==> config.mk <==
export PLATFORM = sky130hd
export DESIGN_NAME = hazard_scoreboard
export DESIGN_NICKNAME = d
export VERILOG_FILES = /design/src/rtl/hazard_scoreboard.sv
export SDC_FILE = /design/constraint.sdc
export NUM_CORES = 1
export LEC_CHECK = 0
export BUFFER_PORTS_ARGS = -buffer_cell sky130_fd_sc_hd__buf_2
export CAP_MARGIN = 20
export CORE_UTILIZATION = 45
export DETAILED_ROUTE_END_ITERATION = 10
export PLACE_DENSITY = 0.88
export SLEW_MARGIN = 0
export SYNTH_ARGS = -nofsm -noshare
export SYNTH_HDL_FRONTEND = slang
export SYNTH_SLANG_ARGS = --single-unit
==> constraint.sdc <==
create_clock -name clk -period 2.8 [get_ports clk]
set_input_delay 0.42 -clock clk [delete_from_list [all_inputs] [get_ports clk]]
set_output_delay 0.42 -clock clk [all_outputs]
set_load 0.05 [all_outputs]
==> src/rtl/hazard_scoreboard.sv <==
// hazard_scoreboard: keeps a shadow copy of every instruction past Decode and
// raises load-use stalls (PC hold, IF/ID hold, ID/EX bubble) and register-file
// write-through bypass selects for sources that match the WB write.
// Optional feature macro: HAZARD_PERF_EN builds the stall-cycle and load-use
// episode counters; without it both perf ports are tied to zero.
`timescale 1ns/1ps
module hazard_scoreboard #(
    parameter int NUM_REGS   = 16,
    parameter int REG_W      = 4,
    parameter int PIPE_DEPTH = 3,
    parameter int LOAD_LAT   = 1
) (
    input  logic             clk,
    input  logic             rst,
    input  logic             id_valid,
    input  logic [REG_W-1:0] id_src1,
    input  logic [REG_W-1:0] id_src2,
    input  logic             id_src1_en,
    input  logic             id_src2_en,
    input  logic [REG_W-1:0] id_dst,
    input  logic             id_wr_en,
    input  logic             id_is_load,
    input  logic             mem_stall,
    input  logic             flush,
    output logic             pc_stall,
    output logic             if_id_stall,
    output logic             id_ex_bubble,
    output logic             rf_bypass1,
    output logic             rf_bypass2,
    output logic [31:0]      perf_stall_cycles,
    output logic [31:0]      perf_load_use
);

    // Shadow of one post-decode pipeline stage.
    typedef struct packed {
        logic             valid;
        logic [REG_W-1:0] dst;
        logic             wr_en;
        logic             is_load;
    } stage_t;

    // Reject parameter sets the hazard logic cannot honour.
    if (REG_W != $clog2(NUM_REGS)) begin : g_bad_reg_w
        $error("hazard_scoreboard: REG_W must equal clog2(NUM_REGS)");
    end
    if (LOAD_LAT < 1 || LOAD_LAT >= PIPE_DEPTH) begin : g_bad_load_lat
        $error("hazard_scoreboard: LOAD_LAT must satisfy 1 <= LOAD_LAT < PIPE_DEPTH");
    end

    stage_t r_stage [1:PIPE_DEPTH];   // index 1 = EX ... PIPE_DEPTH = WB
    logic   w_luse_hit;
    logic   w_luse;

    // A source hits a stage when it reads a non-zero register that stage writes.
    function automatic logic src_hit(input logic             en,
                                     input logic [REG_W-1:0] src,
                                     input stage_t           st);
        return en && (src != '0) && st.valid && st.wr_en && (st.dst == src);
    endfunction

    // Load-use detection: a source waits on a load still inside its latency window.
    always_comb begin
        // NOTE: default assigned first so no path through the loop leaves w_luse_hit unassigned (no latch).
        w_luse_hit = 1'b0;
        for (int k = 1; k <= LOAD_LAT; k++) begin
            if (r_stage[k].is_load &&
                (src_hit(id_src1_en, id_src1, r_stage[k]) ||
                 src_hit(id_src2_en, id_src2, r_stage[k]))) begin
                w_luse_hit = 1'b1;
            end
        end
    end

    // A squashed or empty Decode slot can never stall.
    assign w_luse = id_valid && !flush && w_luse_hit;

    // Stall/bubble priority: memory freeze beats load-use; reset silences everything.
    assign pc_stall     = !rst && (mem_stall || w_luse);
    assign if_id_stall  = pc_stall;
    assign id_ex_bubble = !rst && !mem_stall && w_luse;
    assign rf_bypass1   = !rst && src_hit(id_src1_en, id_src1, r_stage[PIPE_DEPTH]);
    assign rf_bypass2   = !rst && src_hit(id_src2_en, id_src2, r_stage[PIPE_DEPTH]);

    // Shadow pipeline advance: shift one stage per unfrozen cycle, bubble on stall/flush.
    always_ff @(posedge clk) begin
        if (rst) begin
            // NOTE: only the valid bits are reset; payload fields are ignored while a stage is invalid.
            for (int k = 1; k <= PIPE_DEPTH; k++) begin
                r_stage[k].valid <= 1'b0;
            end
        end else if (!mem_stall) begin
            // NOTE: non-blocking so each stage captures its predecessor's pre-edge value.
            r_stage[1] <= '{valid:   id_valid && !flush && !w_luse,
                            dst:     id_dst,
                            wr_en:   id_wr_en,
                            is_load: id_is_load};
            for (int k = 2; k <= PIPE_DEPTH; k++) begin
                r_stage[k] <= r_stage[k-1];
            end
        end
    end

`ifdef HAZARD_PERF_EN
    logic        r_luse_d;
    logic [31:0] r_perf_stall;
    logic [31:0] r_perf_luse;

    // Saturating counters: stall cycles outside freezes, and rising edges of load-use.
    always_ff @(posedge clk) begin
        if (rst) begin
            r_luse_d     <= 1'b0;
            r_perf_stall <= '0;
            r_perf_luse  <= '0;
        end else begin
            r_luse_d <= w_luse;
            if (w_luse && !mem_stall && (r_perf_stall != '1)) begin
                r_perf_stall <= r_perf_stall + 32'd1;
            end
            if (w_luse && !r_luse_d && (r_perf_luse != '1)) begin
                r_perf_luse <= r_perf_luse + 32'd1;
            end
        end
    end

    assign perf_stall_cycles = rst ? 32'd0 : r_perf_stall;
    assign perf_load_use     = rst ? 32'd0 : r_perf_luse;
`else
    assign perf_stall_cycles = 32'd0;
    assign perf_load_use     = 32'd0;
`endif

endmodule

# After elaboration in Yosys (flattened, before gate mapping)
# Memory sizes are Yosys's and may differ from the RTL's.
# Index checks and enable logic that the tools add are counted.
# W data, S select, Z words.
# word_totals
reg_bits	0
ramBits	21
inputBits	21
output_inout_bits	69
word_cells	48
n_memories	1
# memory_table
name	depth	word_bits	read_ports	rd_clocked_by_memory_dff	write_ports	line_no	text
r_stage	3	7	3	0	3	50	stage_t r_stage [1:PIPE_DEPTH];
# op_classes
n_eq_ne	4
n_mux	9
bitwise_logic	3
n_reduce_logical	31
# op_table
op	count
$logic_and A1 B1 Y1	23
$eq A4 B4 Y1	4
$mux W1	9
$reduce_bool A4 Y1	2
$logic_not A1 Y1	4
$or A1 B1 Y1	3
$logic_or A1 B1 Y1	2

# Longest topological paths before layout
# Gate-level depths: netlist of run 1.
# depth
word_depth	12
ltp_mapped	5
depth_no_buf	4

# Worst setup path after synthesis of run 1
# No wires, ideal clock.
# synth_timing
path_kind	register -> output
start	register r_stage[0][12] (netlist name)
end	output port pc_stall
t_arrival_ns	2.334
required_time_ns	2.380
slack_ns	0.046
stages_incl_launch_ff	6
path_buffers	1
path_cell_list	edfxtp_1 -> xor2_1 -> nor4_1 -> a22oi_2 -> o41ai_2 -> buf_4
# synth_lines
element	line_no	text
to (decl)	25	output logic pc_stall,

==> results of run 1 <==
[final cells by class]
type / count / area, um^2
timing repair buffer: 26 / 133
inverter: 1 / 3.75
fill: 282 / 1500
sequential: 19 / 571
multi-input combinational: 102 / 537
tap: 31 / 38.8
clock buffer: 4 / 26.3
[cells in the mapped netlist (all sizes together)]
| cell type | n | area, um^2 |
|---|---|---|
| a22oi | 1 | 12.5 |
| and2 | 2 | 12.5 |
| and2b | 1 | 7.51 |
| buf | 65 | 488 |
| conb | 1 | 3.75 |
| edfxtp | 19 | 571 |
| inv | 1 | 3.75 |
| nand2 | 1 | 3.75 |
| nand2b | 1 | 6.26 |
| nand3 | 3 | 15.0 |
| nand3b | 1 | 7.51 |
| nor2 | 5 | 18.8 |
| nor4 | 4 | 31.3 |
| o41ai | 3 | 41.3 |
| xnor2 | 4 | 35.0 |
| xor2 | 12 | 105 |
[layer usage]
layer,track usage (%),vias to the layer above
met5,0,-
met4,5.23,0
met3,2.27,3
met2,18.5,48
met1,11.6,324
li1,-,340
[worst paths after layout]
path	startpoint	end	slack (ps)
worst max-delay path	r_stage[0][9]$_DFFE_PP_	if_id_stall	390
worst min-delay path	id_wr_en	r_stage[0][8]$_DFFE_PP_	300
worst max register to register	r_stage[0][9]$_DFFE_PP_	r_stage[0][13]$_DFFE_PP_	1260
worst min register to register	r_stage[0][17]$_DFFE_PP_	r_stage[0][24]$_DFFE_PP_	430
[where the power goes]
part           switching (mW)  leakage [nW]  internal [mW]
Clock                  0.0769        0.0150         0.0554
Combinational           0.220         0.423         0.0266
Sequential            0.00815         0.183          0.328
[placed cells by master, fill, tap and decap left out]
master    synthesis  layout
a22oi_2           1       1
and2_1            2       2
and2b_1           1       1
buf_2             0      25
buf_4            65       1
clkbuf_1          0       1
clkbuf_4          0       3
conb_1            1      64
edfxtp_1         19      19
inv_1             1       1
nand2_1           1       1
nand2b_1          1       1
nand3_1           3       3
nand3b_1          1       1
nor2_1            5       5
nor4_1            3       3
nor4_2            1       1
o41ai_1           1       1
o41ai_2           2       2
xnor2_1           4       4
xor2_1           12      12
[critical path, delay by kind of cell, from the launching register on]
family,cells,cell delay [ps]
AOI/OAI and AO/OA,2,390
xor gates and xnor gates,1,190
buffers and inverters,1,320
DFF,1,470
and+or+nand+nor,1,330
[logic make-up after synthesis]
family                 Yosys count
AND/OR/NAND/NOR                 18
flip-flops                      19
buffers and inverters           66
other                            1
XOR/XNOR                        16
AO/OA/AOI/OAI                    4
[through the flow]
stage	utilization, %	hold slack [ps]	power (mW)	std cells	worst slack, ps
5_1_grt	46.7	274	0.744	183	215
3_3_place_gp	45.7	401	0.587	179	658
4_1_cts	46.7	290	0.719	183	373
6_report	46.7	296	0.715	183	393
3_5_place_dp	45.7	405	0.589	179	597
2_1_floorplan	-	400	0.631	187	45.7
==> impl_metrics.env, run 1 <==
export IMPL_status="complete, but fails checks"
export IMPL_violations="design-rule violations"
export IMPL_slowest_stage="edfxtp_1"
export IMPL_period_needed_ps=2410
export IMPL_wl_met3_um=117
export IMPL_routedWlPerCell_um=8.79
export IMPL_hp_class="input pin to flop"
export IMPL_routed_wl_um=1610
export IMPL_final_setup_tns_ps=0
export IMPL_fmax_ghz=0.415
export IMPL_startpoint_type="flop"
export IMPL_nets=174
export IMPL_dp_hpwl_um=1390
export IMPL_cellLeakagePower_nw=0.621
export IMPL_ys_ff_latch=19
export IMPL_cts_htree_levels=1
export IMPL_worst_setup_path_type="flop to primary output"
export IMPL_drc=12
export IMPL_num_io_pins=90
export IMPL_rsz0062_at_grt="false"
export IMPL_worstPathArrival_ps=1990
export IMPL_grt_ovfl_total=0
export IMPL_routed_top_layer="met4"
export IMPL_synth_area_mm2=0.00136
export IMPL_top_regs="r_stage: 19 flops"
export IMPL_postPlaceCellArea_mm2=0.00128
export IMPL_grt_max_degree=20
export IMPL_critPathMaxFanout=3
export IMPL_fin_worst_skew_ps=3.58
export IMPL_hold_path_depth=1
export IMPL_via_per_inst=3.91
export IMPL_power_per_cell_area_mw_per_mm2=546
export IMPL_clock_sinks=19
export IMPL_clk_pin_slew_ps=100
export IMPL_synth_top_family_by_area="buffers and inverters"
export IMPL_final_antenna_net_count=0
export IMPL_drv_slew=0
export IMPL_synthAdderAreaFrac_pct=0
export IMPL_synthDistinctLibCells=18
export IMPL_top_register="r_stage"
export IMPL_synthMuxAreaShare_pct=0
export IMPL_ys_seq_area_share_pct=41.9
export IMPL_setup_viol=0
export IMPL_netlist_instances=124
export IMPL_path_cells="xor2_1, nor4_1, a22oi_2, o41ai_2, buf_2"
export IMPL_dieHeight_um=57.0
export IMPL_vdd_drop_max_uv=346
export IMPL_synth_xor_area_share_pct=10.3
export IMPL_design_area_mm2=0.00131
export IMPL_crit_path_max_incr_delay_ps=470
export IMPL_r2r_cells=4
export IMPL_cts_tree="done"
export IMPL_yosys_warnings=0
export IMPL_hold_violations=0
export IMPL_largest_register_ffs=19
export IMPL_grt_pass1_vias=598
export IMPL_vias=715
export IMPL_dr_pass1_iters=7
export IMPL_drive_gt1_share_pct=21.7
export IMPL_antenna_found_initial=0
export IMPL_postCtsSetupRepairBufs=0
export IMPL_end_kind="primary output"
export IMPL_antenna_cells=0
export IMPL_area_growth_syn_to_layout_pct=-3.95
export IMPL_grt_pass1_wl_um=2500
export IMPL_max_cap_violations=0
export IMPL_cts_hold_buffers=0
export IMPL_groute_usage_overall_pct=10.3
export IMPL_numCtsBuffers=3
export IMPL_met1_length_um=632
export IMPL_finalCritPeriodShare_pct=86.0
export IMPL_synthSimpleGateAreaFrac_pct=7.53
export IMPL_core_area_mm2=0.00281
export IMPL_port_buffer_count=25
export IMPL_routabilityCongestion=0.850
export IMPL_cts_path_max_buffers=2
export IMPL_die_w_um=57.0
export IMPL_drt_iter0_drc=24
export IMPL_cts_root_buf="clkbuf_4"
export IMPL_synth_area_per_cell_um2=11.0
export IMPL_required_ps=2380
export IMPL_start_util_pct=48.6
export IMPL_die_area_mm2=0.00325
export IMPL_ctsResizeCount=0
export IMPL_insertion_delay_ps=290
export IMPL_synth_compound_area_share_pct=3.95
export IMPL_wl_met2_um=836
export IMPL_num_rows=19
Note: power is estimated with default switching activity, not from simulation.
==> run 2: changes to the inputs <==
- clock period: 2.8 -> 3.04 ns (I/O delays scaled with it)
==> impl_metrics.env, run 2 (synthesis results as in run 1) <==
export IMPL_top_register="r_stage"
export IMPL_fin_worst_skew_ps=3.58
export IMPL_start_util_pct=48.6
export IMPL_antenna_found_initial=0
export IMPL_mostFrequentLayoutCells="conb_1, buf_2, edfxtp_1"
export IMPL_routabilityCongestion=0.850
export IMPL_core_area_mm2=0.00281
export IMPL_drt_iter0_drc=24
export IMPL_nets=174
export IMPL_pre_cts_slack_ps=765
export IMPL_dp_hpwl_um=1390
export IMPL_num_io_pins=90
export IMPL_cellLeakagePower_nw=0.621
export IMPL_setup_viol=0
export IMPL_numCtsBuffers=3
export IMPL_drive_gt1_share_pct=21.7
export IMPL_final_antenna_net_count=0
export IMPL_critPathMaxFanout=3
export IMPL_largest_register_ffs=19
export IMPL_power_per_cell_area_mw_per_mm2=503
export IMPL_port_buffer_count=25
export IMPL_vias=715
export IMPL_period_needed_ps=2440
export IMPL_groute_usage_overall_pct=10.3
export IMPL_vdd_drop_max_uv=319
export IMPL_finalCritPeriodShare_pct=80.4
export IMPL_fmax_ghz=0.409
export IMPL_routedWlPerCell_um=8.79
export IMPL_grt_pass1_vias=598
export IMPL_design_area_mm2=0.00131
export IMPL_dieHeight_um=57.0
export IMPL_required_ps=2580
export IMPL_layout_commonest_cell="conb_1"
export IMPL_cts_root_buf="clkbuf_4"
export IMPL_clock_sinks=19
export IMPL_antenna_cells=0
export IMPL_area_growth_syn_to_layout_pct=-3.95
export IMPL_violations="design-rule violations"
export IMPL_die_area_mm2=0.00325
export IMPL_via_per_inst=3.91
export IMPL_end_kind="primary output"
export IMPL_grt_max_degree=20
export IMPL_die_w_um=57.0
export IMPL_ff2ff_setup_slack_ps=1500
export IMPL_ctsResizeCount=0
export IMPL_drc=12
export IMPL_grt_ovfl_total=0
export IMPL_setup_slack_ps=597
export IMPL_postCtsSetupRepairBufs=0
export IMPL_hold_violations=0
export IMPL_clk_pin_slew_ps=100
export IMPL_fillCellCount=281
export IMPL_instances_no_fill=183
export IMPL_startpoint_type="flop"
export IMPL_routed_wl_um=1610
export IMPL_worst_setup_path_type="flop to primary output"
export IMPL_dp_cells=179
export IMPL_dr_pass1_iters=7
export IMPL_final_setup_tns_ps=0
export IMPL_worstPathArrival_ps=1990
export IMPL_drv_slew=0
export IMPL_top_regs="r_stage: 19 flops"
export IMPL_max_cap_violations=0
export IMPL_cts_htree_levels=1
export IMPL_num_rows=19
export IMPL_postPlaceCellArea_mm2=0.00128
export IMPL_grt_pass1_wl_um=2500
export IMPL_hp_class="input pin to flop"
export IMPL_cts_path_max_buffers=2
export IMPL_status="complete, but fails checks"
export IMPL_insertion_delay_ps=290
export IMPL_cts_hold_buffers=0
export IMPL_rsz0062_at_grt="false"
export IMPL_cts_tree="done"
[run 2: cell counts in the layout (fill, tap and decap cells not counted)]
No cell type changed its count.
[run 2: final timing paths]
path,start,endpoint,cells past startpoint
setup / recovery,r_stage[0][9]$_DFFE_PP_,if_id_stall,5
hold / removal,id_wr_en,r_stage[0][8]$_DFFE_PP_,1
setup reg to reg,r_stage[0][9]$_DFFE_PP_,r_stage[0][13]$_DFFE_PP_,4
hold reg to reg,r_stage[0][17]$_DFFE_PP_,r_stage[0][24]$_DFFE_PP_,0
[run 2: layer usage]
layer / vias to the layer above / wire, um / global-route usage (%)
met5: - / 0 / 0
met4: 0 / 22 / 5.23
met3: 3 / 117 / 2.27
met2: 48 / 836 / 18.5
met1: 324 / 632 / 11.6
li1: 340 / - / -
[run 2: critical path, cell delays in order, from the launching register on]
cell      delay [ps]
edfxtp_1         470
xor2_1           190
nor4_1           330
a22oi_2          140
o41ai_2          250
buf_2            320
[run 2: where the power goes]
part	internal [mW]	switching, mW	leakage (nW)
Clock	0.0510	0.0708	0.0150
Sequential	0.302	0.00751	0.183
Combinational	0.0245	0.203	0.423
[run 2: cell type report]
| cell class | instances | area, um^2 | area share, % |
|---|---|---|---|
| inverters | 1 | 3.75 | 0.287 |
| multi-input cells | 102 | 537 | 41.0 |
| flip-flops and latches | 19 | 571 | 43.6 |
| clock buffers | 4 | 26.3 | 2.01 |
| repair buffers | 26 | 133 | 10.1 |
| well taps | 31 | 38.8 | 2.96 |
[run 2: stage by stage]
| step | hold WS (ps) | util, % | total power [mW] |
|---|---|---|---|
| 2_1_floorplan | 400 | - | 0.581 |
| 3_3_place_gp | 401 | 45.7 | 0.540 |
| 3_5_place_dp | 405 | 45.7 | 0.542 |
| 4_1_cts | 326 | 46.7 | 0.662 |
| 5_1_grt | 310 | 46.7 | 0.686 |
| 6_report | 332 | 46.7 | 0.659 |
==> run 3: changes to the inputs <==
- CORE_UTILIZATION: 45 -> 38
- PLACE_DENSITY: 0.88 -> 0.8
- clock period: 3.04 -> 1.95 ns (I/O delays scaled with it)
==> impl_metrics.env, run 3 (synthesis results as in run 1) <==
export IMPL_end_kind="primary output"
export IMPL_antenna_found_initial=0
export IMPL_violations="negative setup slack"
export IMPL_grt_max_degree=19
export IMPL_top_register="r_stage"
export IMPL_start_util_pct=40.2
export IMPL_status="complete, but fails checks"
export IMPL_setup_viol=3
export IMPL_path_cells="xor2_1, nor4_2, a22oi_2, o41ai_4, buf_6"
export IMPL_dp_hpwl_um=1450
export IMPL_hold_violations=0
export IMPL_fmax_ghz=0.459
export IMPL_cts_path_max_buffers=2
export IMPL_final_antenna_net_count=0
export IMPL_mostFrequentLayoutCells="conb_1, buf_2, edfxtp_1"
export IMPL_cts_root_buf="clkbuf_4"
export IMPL_startpoint_type="flop"
export IMPL_final_util_pct=42.1
export IMPL_grt_ovfl_total=0
export IMPL_insertion_delay_ps=280
export IMPL_cts_tree="done"
export IMPL_design_area_mm2=0.00143
export IMPL_pre_cts_slack_ps=29.7
export IMPL_required_ps=1660
export IMPL_cellLeakagePower_nw=0.658
export IMPL_max_slew_margin_pct=67.2
export IMPL_routed_wl_um=1770
export IMPL_max_cap_violations=0
export IMPL_clock_sinks=19
export IMPL_finalCritPeriodShare_pct=112
export IMPL_num_rows=21
export IMPL_crit_path_max_incr_delay_ps=460
export IMPL_fin_worst_skew_ps=0.582
export IMPL_fillCellCount=323
export IMPL_vdd_drop_max_uv=455
export IMPL_cts_hold_buffers=0
export IMPL_slowest_stage="edfxtp_1"
export IMPL_grt_pass1_vias=582
export IMPL_setup_slack_ps=-230
export IMPL_timing_rr_start="r_stage[0][12]$_DFFE_PP_"
export IMPL_drc=0
export IMPL_nets=179
export IMPL_port_buffer_count=25
export IMPL_grt_pass1_wl_um=2550
export IMPL_clk_pin_slew_ps=100
export IMPL_instances_no_fill=203
export IMPL_drv_slew=0
export IMPL_cts_htree_levels=1
export IMPL_drt_iter0_drc=9
export IMPL_worst_pin_slew_ps=485
export IMPL_num_io_pins=90
export IMPL_dr_pass1_iters=4
export IMPL_hold_start="id_is_load"
export IMPL_worst_setup_path_type="flop to primary output"
export IMPL_die_w_um=61.9
export IMPL_vias=743
export IMPL_critPathMaxFanout=3
export IMPL_routabilityCongestion=0.870
export IMPL_hp_class="input pin to flop"
export IMPL_area_growth_syn_to_layout_pct=4.78
export IMPL_antenna_cells=0
export IMPL_rsz0062_at_grt="true"
export IMPL_postPlaceCellArea_mm2=0.00134
export IMPL_power_per_cell_area_mw_per_mm2=729
export IMPL_routedWlPerCell_um=8.74
export IMPL_crit_buf_inv=1
export IMPL_numCtsBuffers=3
export IMPL_period_needed_ps=2180
export IMPL_worstSetupStartpoint="r_stage[0][12]$_DFFE_PP_"
export IMPL_groute_usage_overall_pct=9.36
export IMPL_via_per_inst=3.66
export IMPL_dieHeight_um=61.9
export IMPL_die_area_mm2=0.00383
export IMPL_dp_cells=196
export IMPL_critPathTopFamily="flip-flops"
export IMPL_final_setup_tns_ps=-578
export IMPL_drive_gt1_share_pct=27.4
export IMPL_core_area_mm2=0.00339
export IMPL_layout_commonest_cell="conb_1"
export IMPL_largest_register_ffs=19
export IMPL_hold_ws_ps=179
export IMPL_worstPathArrival_ps=1890
export IMPL_top_regs="r_stage: 19 flops"
export IMPL_totalPowerFinal_mw=1.04
run 3: layout make-up:
cell class / count / area, um^2 / share of cell area (%)
clock buffer: 4 / 26.3 / 1.84
inverter: 1 / 3.75 / 0.263
multi-input combinational: 102 / 577 / 40.4
sequential: 19 / 571 / 40.0
tap: 46 / 57.6 / 4.03
timing repair buffer: 31 / 193 / 13.5
run 3: path summary, 6_finish.rpt:
check                             endpoint  slack, ps  depth (start not counted)
setup / recovery                  pc_stall       -230                          5
hold / removal     r_stage[0][7]$_DFFE_PP_        180                          1
setup reg to reg  r_stage[0][13]$_DFFE_PP_        300                          5
hold reg to reg   r_stage[0][24]$_DFFE_PP_        430                          0
run 3: power by group:
part,internal [mW],switching (mW)
logic,0.0488,0.325
clock network,0.0793,0.105
registers,0.471,0.0114
run 3: what timing repair did:
item                                   4_1_cts  5_1_grt
pin swaps                                    2        2
setup buffers                                3        0
endpoints found under the hold margin        0        0
gates resized for setup                      7        3
setup endpoints to repair                    3        3
run 3: routing by layer:
metal | part of all wire [%] | global-route usage, % | routed length (um)
met1 | 37 | 10.4 | 655
met2 | 56 | 16.6 | 992
met3 | 6.1 | 1.04 | 109
met4 | 0.96 | 6.67 | 17
met5 | 0 | 0 | 0
